===== src/rtl/multicycle_main_fsm.sv =====
// Main control FSM for the multicycle MIPS core.
// Sequences the shared ALU/memory/regfile datapath one micro-step per cycle and
// stalls on a variable-latency memory through the MemReady handshake.
// Ports:
//   clk, rst_n        clock, asynchronous active-low reset
//   Op                opcode from the instruction register
//   MemReady          memory completes the current access this cycle
//   IRWrite..MemRead  write/load strobes (forced low while in reset)
//   IorD..ALUOp       datapath mux selects and ALU decoder control
//   Illegal, MemErr   one-cycle pulses: bad opcode, memory wait timeout
//   State             current state encoding (debug)
// Outputs are decoded from the current state (and MemReady/Op where needed), so
// they change in the same cycle the state is entered.
module multicycle_main_fsm #(
  parameter int unsigned TIMEOUT = 16
) (
  input  logic       clk,
  input  logic       rst_n,
  input  logic [5:0] Op,
  input  logic       MemReady,
  output logic       IRWrite,
  output logic       PCWrite,
  output logic       Branch,
  output logic       RegWrite,
  output logic       MemWrite,
  output logic       MemRead,
  output logic       IorD,
  output logic       ALUSrcA,
  output logic [1:0] ALUSrcB,
  output logic [1:0] PCSrc,
  output logic       RegDst,
  output logic       MemtoReg,
  output logic [1:0] ALUOp,
  output logic       Illegal,
  output logic       MemErr,
  output logic [3:0] State
);

  localparam int unsigned CW = (TIMEOUT > 1) ? $clog2(TIMEOUT) : 1;

  localparam logic [5:0] OP_LW   = 6'b100011;
  localparam logic [5:0] OP_SW   = 6'b101011;
  localparam logic [5:0] OP_R    = 6'b000000;
  localparam logic [5:0] OP_BEQ  = 6'b000100;
  localparam logic [5:0] OP_ADDI = 6'b001000;
  localparam logic [5:0] OP_ANDI = 6'b001100;
  localparam logic [5:0] OP_J    = 6'b000010;

  typedef enum logic [3:0] {
    FETCH   = 4'd0,
    DECODE  = 4'd1,
    MEMADR  = 4'd2,
    MEMRD   = 4'd3,
    MEMWB   = 4'd4,
    MEMWR   = 4'd5,
    EXECUTE = 4'd6,
    ALUWB   = 4'd7,
    BRANCH  = 4'd8,
    ADDIEX  = 4'd9,
    IMMWB   = 4'd10,
    JUMP    = 4'd11,
    ANDIEX  = 4'd12
  } state_t;

  state_t        state_q, state_d;
  logic [CW-1:0] wait_q, wait_d;
  logic          is_wait;

  // State and wait-counter registers
  always_ff @(posedge clk or negedge rst_n) begin
    if (!rst_n) begin
      state_q <= FETCH;
      wait_q  <= '0;
    end else begin
      state_q <= state_d;
      wait_q  <= wait_d;
    end
  end

  // Next-state, wait counter and output decode
  always_comb begin
    state_d  = state_q;
    wait_d   = wait_q;
    IRWrite  = 1'b0;
    PCWrite  = 1'b0;
    Branch   = 1'b0;
    RegWrite = 1'b0;
    MemWrite = 1'b0;
    MemRead  = 1'b0;
    IorD     = 1'b0;
    ALUSrcA  = 1'b0;
    ALUSrcB  = 2'b00;
    PCSrc    = 2'b00;
    RegDst   = 1'b0;
    MemtoReg = 1'b0;
    ALUOp    = 2'b00;
    Illegal  = 1'b0;
    MemErr   = 1'b0;

    case (state_q)
      FETCH: begin
        MemRead = 1'b1;
        ALUSrcB = 2'b01;
        IRWrite = MemReady;
        PCWrite = MemReady;
        if (MemReady) state_d = DECODE;
      end
      DECODE: begin
        ALUSrcB = 2'b11;
        case (Op)
          OP_LW, OP_SW: state_d = MEMADR;
          OP_R:         state_d = EXECUTE;
          OP_BEQ:       state_d = BRANCH;
          OP_ADDI:      state_d = ADDIEX;
          OP_ANDI:      state_d = ANDIEX;
          OP_J:         state_d = JUMP;
          default: begin
            state_d = FETCH;
            Illegal = 1'b1;
          end
        endcase
      end
      MEMADR: begin
        ALUSrcA = 1'b1;
        ALUSrcB = 2'b10;
        state_d = (Op == OP_LW) ? MEMRD : MEMWR;
      end
      MEMRD: begin
        IorD    = 1'b1;
        MemRead = 1'b1;
        if (MemReady) state_d = MEMWB;
      end
      MEMWB: begin
        MemtoReg = 1'b1;
        RegWrite = 1'b1;
        state_d  = FETCH;
      end
      MEMWR: begin
        IorD     = 1'b1;
        MemWrite = 1'b1;
        if (MemReady) state_d = FETCH;
      end
      EXECUTE: begin
        ALUSrcA = 1'b1;
        ALUOp   = 2'b10;
        state_d = ALUWB;
      end
      ALUWB: begin
        RegDst   = 1'b1;
        RegWrite = 1'b1;
        state_d  = FETCH;
      end
      BRANCH: begin
        ALUSrcA = 1'b1;
        ALUOp   = 2'b01;
        PCSrc   = 2'b01;
        Branch  = 1'b1;
        state_d = FETCH;
      end
      ADDIEX: begin
        ALUSrcA = 1'b1;
        ALUSrcB = 2'b10;
        state_d = IMMWB;
      end
      IMMWB: begin
        RegWrite = 1'b1;
        state_d  = FETCH;
      end
      JUMP: begin
        PCSrc   = 2'b10;
        PCWrite = 1'b1;
        state_d = FETCH;
      end
      ANDIEX: begin
        ALUSrcA = 1'b1;
        ALUSrcB = 2'b10;
        ALUOp   = 2'b11;
        state_d = IMMWB;
      end
      default: state_d = FETCH;
    endcase

    // Memory wait timeout: MemReady on the last allowed cycle still completes normally
    is_wait = (state_q == FETCH) || (state_q == MEMRD) || (state_q == MEMWR);
    if (is_wait && !MemReady) begin
      if ((TIMEOUT != 0) && (wait_q == CW'(TIMEOUT - 1))) begin
        MemErr  = 1'b1;
        state_d = FETCH;
      end else begin
        wait_d = wait_q + CW'(1);
      end
    end
    // A timeout in FETCH stays in FETCH, so it must restart the count explicitly
    if ((state_d != state_q) || MemErr) wait_d = '0;

    // Strobes are held off while reset is asserted; mux selects keep FETCH values
    if (!rst_n) begin
      IRWrite  = 1'b0;
      PCWrite  = 1'b0;
      Branch   = 1'b0;
      RegWrite = 1'b0;
      MemWrite = 1'b0;
      MemRead  = 1'b0;
      Illegal  = 1'b0;
      MemErr   = 1'b0;
    end
  end

  assign State = state_q;

endmodule


===== config.mk =====
export PLATFORM = sky130hd
export DESIGN_NAME = multicycle_main_fsm
export DESIGN_NICKNAME = d
export VERILOG_FILES = /design/src/rtl/multicycle_main_fsm.sv
export SDC_FILE = /design/constraint.sdc
export NUM_CORES = 1
export LEC_CHECK = 0
export ABC_CLOCK_PERIOD_IN_PS = 3780
export BUFFER_PORTS_ARGS = -buffer_cell sky130_fd_sc_hd__buf_4
export CAP_MARGIN = 20
export CORE_MARGIN = 3
export CORE_UTILIZATION = 54
export DETAILED_ROUTE_END_ITERATION = 10
export PLACE_DENSITY = 0.94
export SYNTH_ARGS = -nofsm -noshare
export SYNTH_HDL_FRONTEND = slang
export SYNTH_SLANG_ARGS = --single-unit

===== constraint.sdc =====
create_clock -name clk -period 3.78 [get_ports clk]
set_input_delay 0.756 -clock clk [delete_from_list [all_inputs] [get_ports clk]]
set_output_delay 0.756 -clock clk [all_outputs]
set_load 0.1 [all_outputs]

-- Yosys cells after proc, flatten, opt, wreduce, memory -nomap -nowiden
Cells that the tools add are included.
Widths: inputs -> output; s select.
- register bits: 8
- input port bits: 9
- output and inout bits: 22
- logic and storage cells: 77
- $add $sub $neg: 1
- eq/ne operators: 21
- muxes and demuxes: 36
- reductions and logical operators: 17
- operators by type and width (cell ; number):
    $mux 4 ; 8
    $pmux 4 s7 ; 1
    $eq 4x4->1 const B ; 6
    $pmux 4 s6 ; 1
    $mux 1 ; 21
    $eq 4x3->1 const B ; 4
    $eq 6x4->1 const B ; 2
    $eq 6x6->1 const B ; 2
    $pmux 2 s3 ; 2
    $eq 4x2->1 const B ; 2
    $reduce_or 2->1 ; 4
    $reduce_or 7->1 ; 1
    $eq 6x2->1 const B ; 1
    $eq 6x3->1 const B ; 1
    $logic_not 6->1 ; 1
    $reduce_or 3->1 ; 2
    $reduce_or 5->1 ; 1
    $add 4x1->4 const B ; 1
    $eq 4x1->1 const B ; 1
    $logic_not 4->1 ; 1
    $ne 4x4->1 ; 1
    $pmux 2 s2 ; 1
    $logic_or 1x1->1 ; 3
    $mux 3 ; 1
    other kinds (6) ; 6

-- Longest topological paths before layout
- depth after elaboration: 10
- gate-level depth with buffers: 7
- gate-level depth less buffers: 6

-- Least setup slack after synthesis
No wires, ideal clock.
- path kind: register to output
- start: register state_q[2], in the netlist State[2]
- end: output Illegal
- data arrival time: 4952 ps
- data required time: 3024 ps
- setup slack: -1928 ps
- cell stages (with the launch flop): 6
- buffers on the path: 3
- path through: dfrtp_1 -> buf_2 -> buf_2 -> buf_1 -> or3_1 -> nor4b_1
- word-level cells in the longest chain between the ends: 3
- RTL lines (what ; RTL line ; text):
    start: declaration ; 65 ; state_t state_q, state_d;
    start signal: assignment ; 75 ; state_q <= state_d;
    $eq 4x1->1 ; 100 ; case (state_q)
    $mux 1 ; 100 ;
    $mux 1 ; 197 ; if (!rst_n) begin
    end: declaration ; 34 ; output logic Illegal,
No other way between the ends.

-- Worst setup path after layout
- start: register state_q[0], in the netlist State[0]
- end: output MemErr
- word-level cells in the longest chain between the ends: 6
- elaborated cells between the ends (all ways): 8
- classes of those cells: eq/ne (2); mux (2); reduce/logical (4)
- RTL lines (what ; RTL line ; text):
    $eq 4x2->1 or $logic_not 4->1 (tied branches) ; 184 ; is_wait = (state_q == FETCH) || (state_q == MEMRD) || (state_q == MEMWR);
    $logic_or 1x1->1 ; 184 ;
    $logic_or 1x1->1 (*) ; 184 ;
    $logic_and 1x1->1 (*) ; 185 ; if (is_wait && !MemReady) begin
    $mux 1 (*) ; 185 ;
    $mux 1 (*) ; 197 ;
    end: declaration ; 35 ; output logic MemErr,
Mark *: on every way between the ends. The rest lies on a longest branch, timed or not.

==> results.txt <==
Result of the run -> complete, no violations
Skew-Pair Late Insertion Delay -> 260 ps
Number of global-route vias before repair -> 953
Minimum clock period after layout -> 3020 ps
Vias per inst -> 6.11
Detailed Route Iter0 Violations -> 34
Final total power -> 0.878 mW
Slowest cell on crit path -> sky130_fd_sc_hd__dfrtp_1
Placer congestion estimate -> 0.856
Routed len/inst -> 15.2 um
Per-instance average area after synthesis -> 7.36 sq um
Clock input transition at the sequential cells of the worst setup and hold paths -> 60 ps
Required time at the worst-slack endpoint -> 3020 ps
Number of distinct standard cells referenced by the synthesized netlist -> 49
Worst reg-to-reg path cell count -> 5
Buffers inserted by post-CTS timing repair -> 0
Number of resized instances in the post-cts repair step -> 0
Wire length on met2 -> 1310 um
Worst Clk Skew -> 5.10 ps
Net count reported at finish -> 167
WL met1 -> 1160 um
Worst R2R End -> wait_q[3]
Area delta synth->final -> 29.2%
Number of register bits inferred by synthesis -> 8
HPWL reported at the end of detailed placement -> 2060 um
Antenna violations before repair -> 0
Wire length of the first global-routing pass -> 4190 um
Biggest cell delay along the critical path -> 920 ps
Largest buffer count on any clock path -> 2
Post-DP Area -> 0.00122 sq mm
Top FF cell, synth -> sky130_fd_sc_hd__dfrtp_1
Worst max-slew margin expressed relative to the limit -> 41.2%
Height of the die -> 48.3 um
Antenna diode count -> 0
Warnings, synthesis -> 0
Final hold viol count -> 0
Highest metal layer with signal wires -> met4
CTS Hold Buffers Added -> 0
CP Capture Type -> output pin
Fraction of final layout cells with drive strength greater than 1 -> 32.3%
Kind of critical path -> reg -> out
Register area share after synthesis -> 20.8%
TritonCTS clock tree -> done
Root Driver -> sky130_fd_sc_hd__clkbuf_4
MaxCap Viol Count -> 0
Setup repair after global routing missed its margin -> no
Peak supply drop -> 469 uV
Syn_nets -> 141
Core area -> 0.00159 sq mm
Startpoint of the most critical register-to-register path -> State[0]
Startpoint kind of the worst setup timing path -> register
Overall via count from detail_route -> 1,093
Clock sink count -> 8
Inserted Clock Buffers -> 3
Initial core utilization -> 60.5%
Total global routing overflow -> 0
Worst-case register-to-register setup slack -> 1390 ps
Port bufs -> 30
PwrDens -> 704 mW/mm^2
Met3 wirelength from detailed routing -> 215 um
Die area -> 0.00233 sq mm
Number of nets with antenna violations after routing -> 0
Final non-filler cell area -> 0.00125 sq mm
Number of top-level design ports -> 31
Worst Path Arrival -> 2260 ps
Worst min path class -> in -> async
Highest fanout seen on the critical path -> 27
Post-synth EDFFs -> 0
Number of placement rows -> 14
Remaining routing DRC violations -> 0
Die W -> 48.3 um
Detailed Route WL -> 2730 um
Total leakage power -> 0.554 nW
Transition time at the pin with the least slew margin -> 882 ps
Total GRT Usage -> 25.5%
Final cycle utilization of the critical path -> 79.9%
Cell Chain, Critical Path -> or2b_1 -> nand2_1 -> o21ai_0 -> and4_1 -> buf_4
Maximum frequency from static timing analysis -> 331 MHz
Cells after Synth -> 131
Number of slew-limit violations in the final report -> 0
Htree depth -> 1
Iteration count of the initial detailed-routing pass -> 4
FFs w/ async S/R, synth -> 100%
Netlist area before placement -> 965 sq um
Endpoints failing setup -> 0
Largest net degree at the start of global routing -> 29
==> power breakdown <==
part | internal [mW] | leakage [nW] | switching (mW)
clock | 0.0364 | 0.0138 | 0.0305
combinational | 0.173 | 0.433 | 0.457
sequential | 0.105 | 0.108 | 0.0756
==> cell usage in the layout (no fill, tap or decap), drive strengths merged, types with 4 or more instances in the layout <==
master	count
nor2	14
nand2b	6
nand2	12
nor3	9
a211oi	5
dfrtp	8
xnor2	5
inv	4
buf	31
a21oi	6
==> sequential cells by signal, indices dropped and copies added (netlist names) <==
register	flops
State	4
wait_q	4
==> synth_stat cells (2+ instances only) <==
| library cell | number | share of area, % |
|---|---|---|
| sky130_fd_sc_hd__nor2_1 | 13 | 5.1 |
| sky130_fd_sc_hd__nand2_1 | 12 | 4.7 |
| sky130_fd_sc_hd__nor3_1 | 9 | 4.7 |
| sky130_fd_sc_hd__dfrtp_1 | 8 | 21 |
| sky130_fd_sc_hd__a21oi_1 | 6 | 3.1 |
| sky130_fd_sc_hd__nand2b_1 | 6 | 3.9 |
| sky130_fd_sc_hd__a211oi_1 | 5 | 3.9 |
| sky130_fd_sc_hd__xnor2_1 | 5 | 4.5 |
| sky130_fd_sc_hd__buf_2 | 4 | 2.1 |
| sky130_fd_sc_hd__inv_1 | 4 | 1.6 |
| sky130_fd_sc_hd__clkbuf_1 | 3 | 1.2 |
| sky130_fd_sc_hd__nor4b_1 | 3 | 2.7 |
| sky130_fd_sc_hd__o21ai_0 | 3 | 1.6 |
| sky130_fd_sc_hd__or2_2 | 3 | 1.9 |
| sky130_fd_sc_hd__or3_1 | 3 | 1.9 |
| sky130_fd_sc_hd__a21boi_0 | 2 | 1.6 |
| sky130_fd_sc_hd__a31oi_1 | 2 | 1.3 |
| sky130_fd_sc_hd__and2_1 | 2 | 1.3 |
| sky130_fd_sc_hd__and3_1 | 2 | 1.3 |
| sky130_fd_sc_hd__buf_1 | 2 | 0.78 |
| sky130_fd_sc_hd__nand3_1 | 2 | 1.0 |
| sky130_fd_sc_hd__nand3b_1 | 2 | 1.6 |
| sky130_fd_sc_hd__nor3b_1 | 2 | 1.6 |
| sky130_fd_sc_hd__o22ai_1 | 2 | 1.3 |
| sky130_fd_sc_hd__xor2_1 | 2 | 1.8 |
==> worst max path at each step <==
stage / start / endpoint / slack, ps
floorplan: State[2] / MemWrite / -840
global placement: rst_n / Illegal / 1010
detailed placement: rst_n / Illegal / 990
CTS: State[0] / MemErr / 780
global route: State[0] / MemErr / 620
finish: State[0] / MemErr / 760
==> stage by stage <==
| stage | setup WS [ps] | hold WS [ps] | cells | setup TNS, ps | util, % |
|---|---|---|---|---|---|
| 2_1_floorplan | -842 | 460 | 131 | -3170 | - |
| 3_3_place_gp | 1010 | 556 | 176 | 0 | 76.8 |
| 3_5_place_dp | 987 | 573 | 176 | 0 | 76.8 |
| 4_1_cts | 780 | 312 | 179 | 0 | 78.2 |
| 5_1_grt | 621 | 313 | 179 | 0 | 78.2 |
| 6_report | 760 | 308 | 179 | 0 | 78.2 |
==> logic make-up (layout without fill, tap and decap cells) <==
family / count (synthesis) / after routing / share of synthesized area, %
xor gates and xnor gates: 7 / 7 / 6.36
DFF: 8 / 8 / 20.8
adders and majority gates: 1 / 1 / 1.30
and+or+nand+nor: 69 / 69 / 41.1
AOI/OAI and AO/OA: 31 / 31 / 22.7
muxes: 1 / 1 / 1.04
buffers and inverters: 14 / 38 / 6.74
==> metal layers <==
layer	vias up	GRT usage [%]
li1	533	-
met2	57	43.5
met3	7	4.43
met1	496	32.1
met5	-	0
met4	0	8.60
==> final cells by class <==
class,count,area (sq um)
clock buffer,3,22.5
fill,100,348
inverter,4,15.0
multi-input combinational,109,746
sequential,8,200
tap,24,30.0
timing repair buffer,31,233
==> worst max-delay path, delay by kind of cell, from the launching register on <==
family	cells	cell delay (ps)
simple gates	3	620
flops	1	920
compound gates	1	170
buf+inv	1	290
No activity file was read; power rests on OpenSTA's default activity.
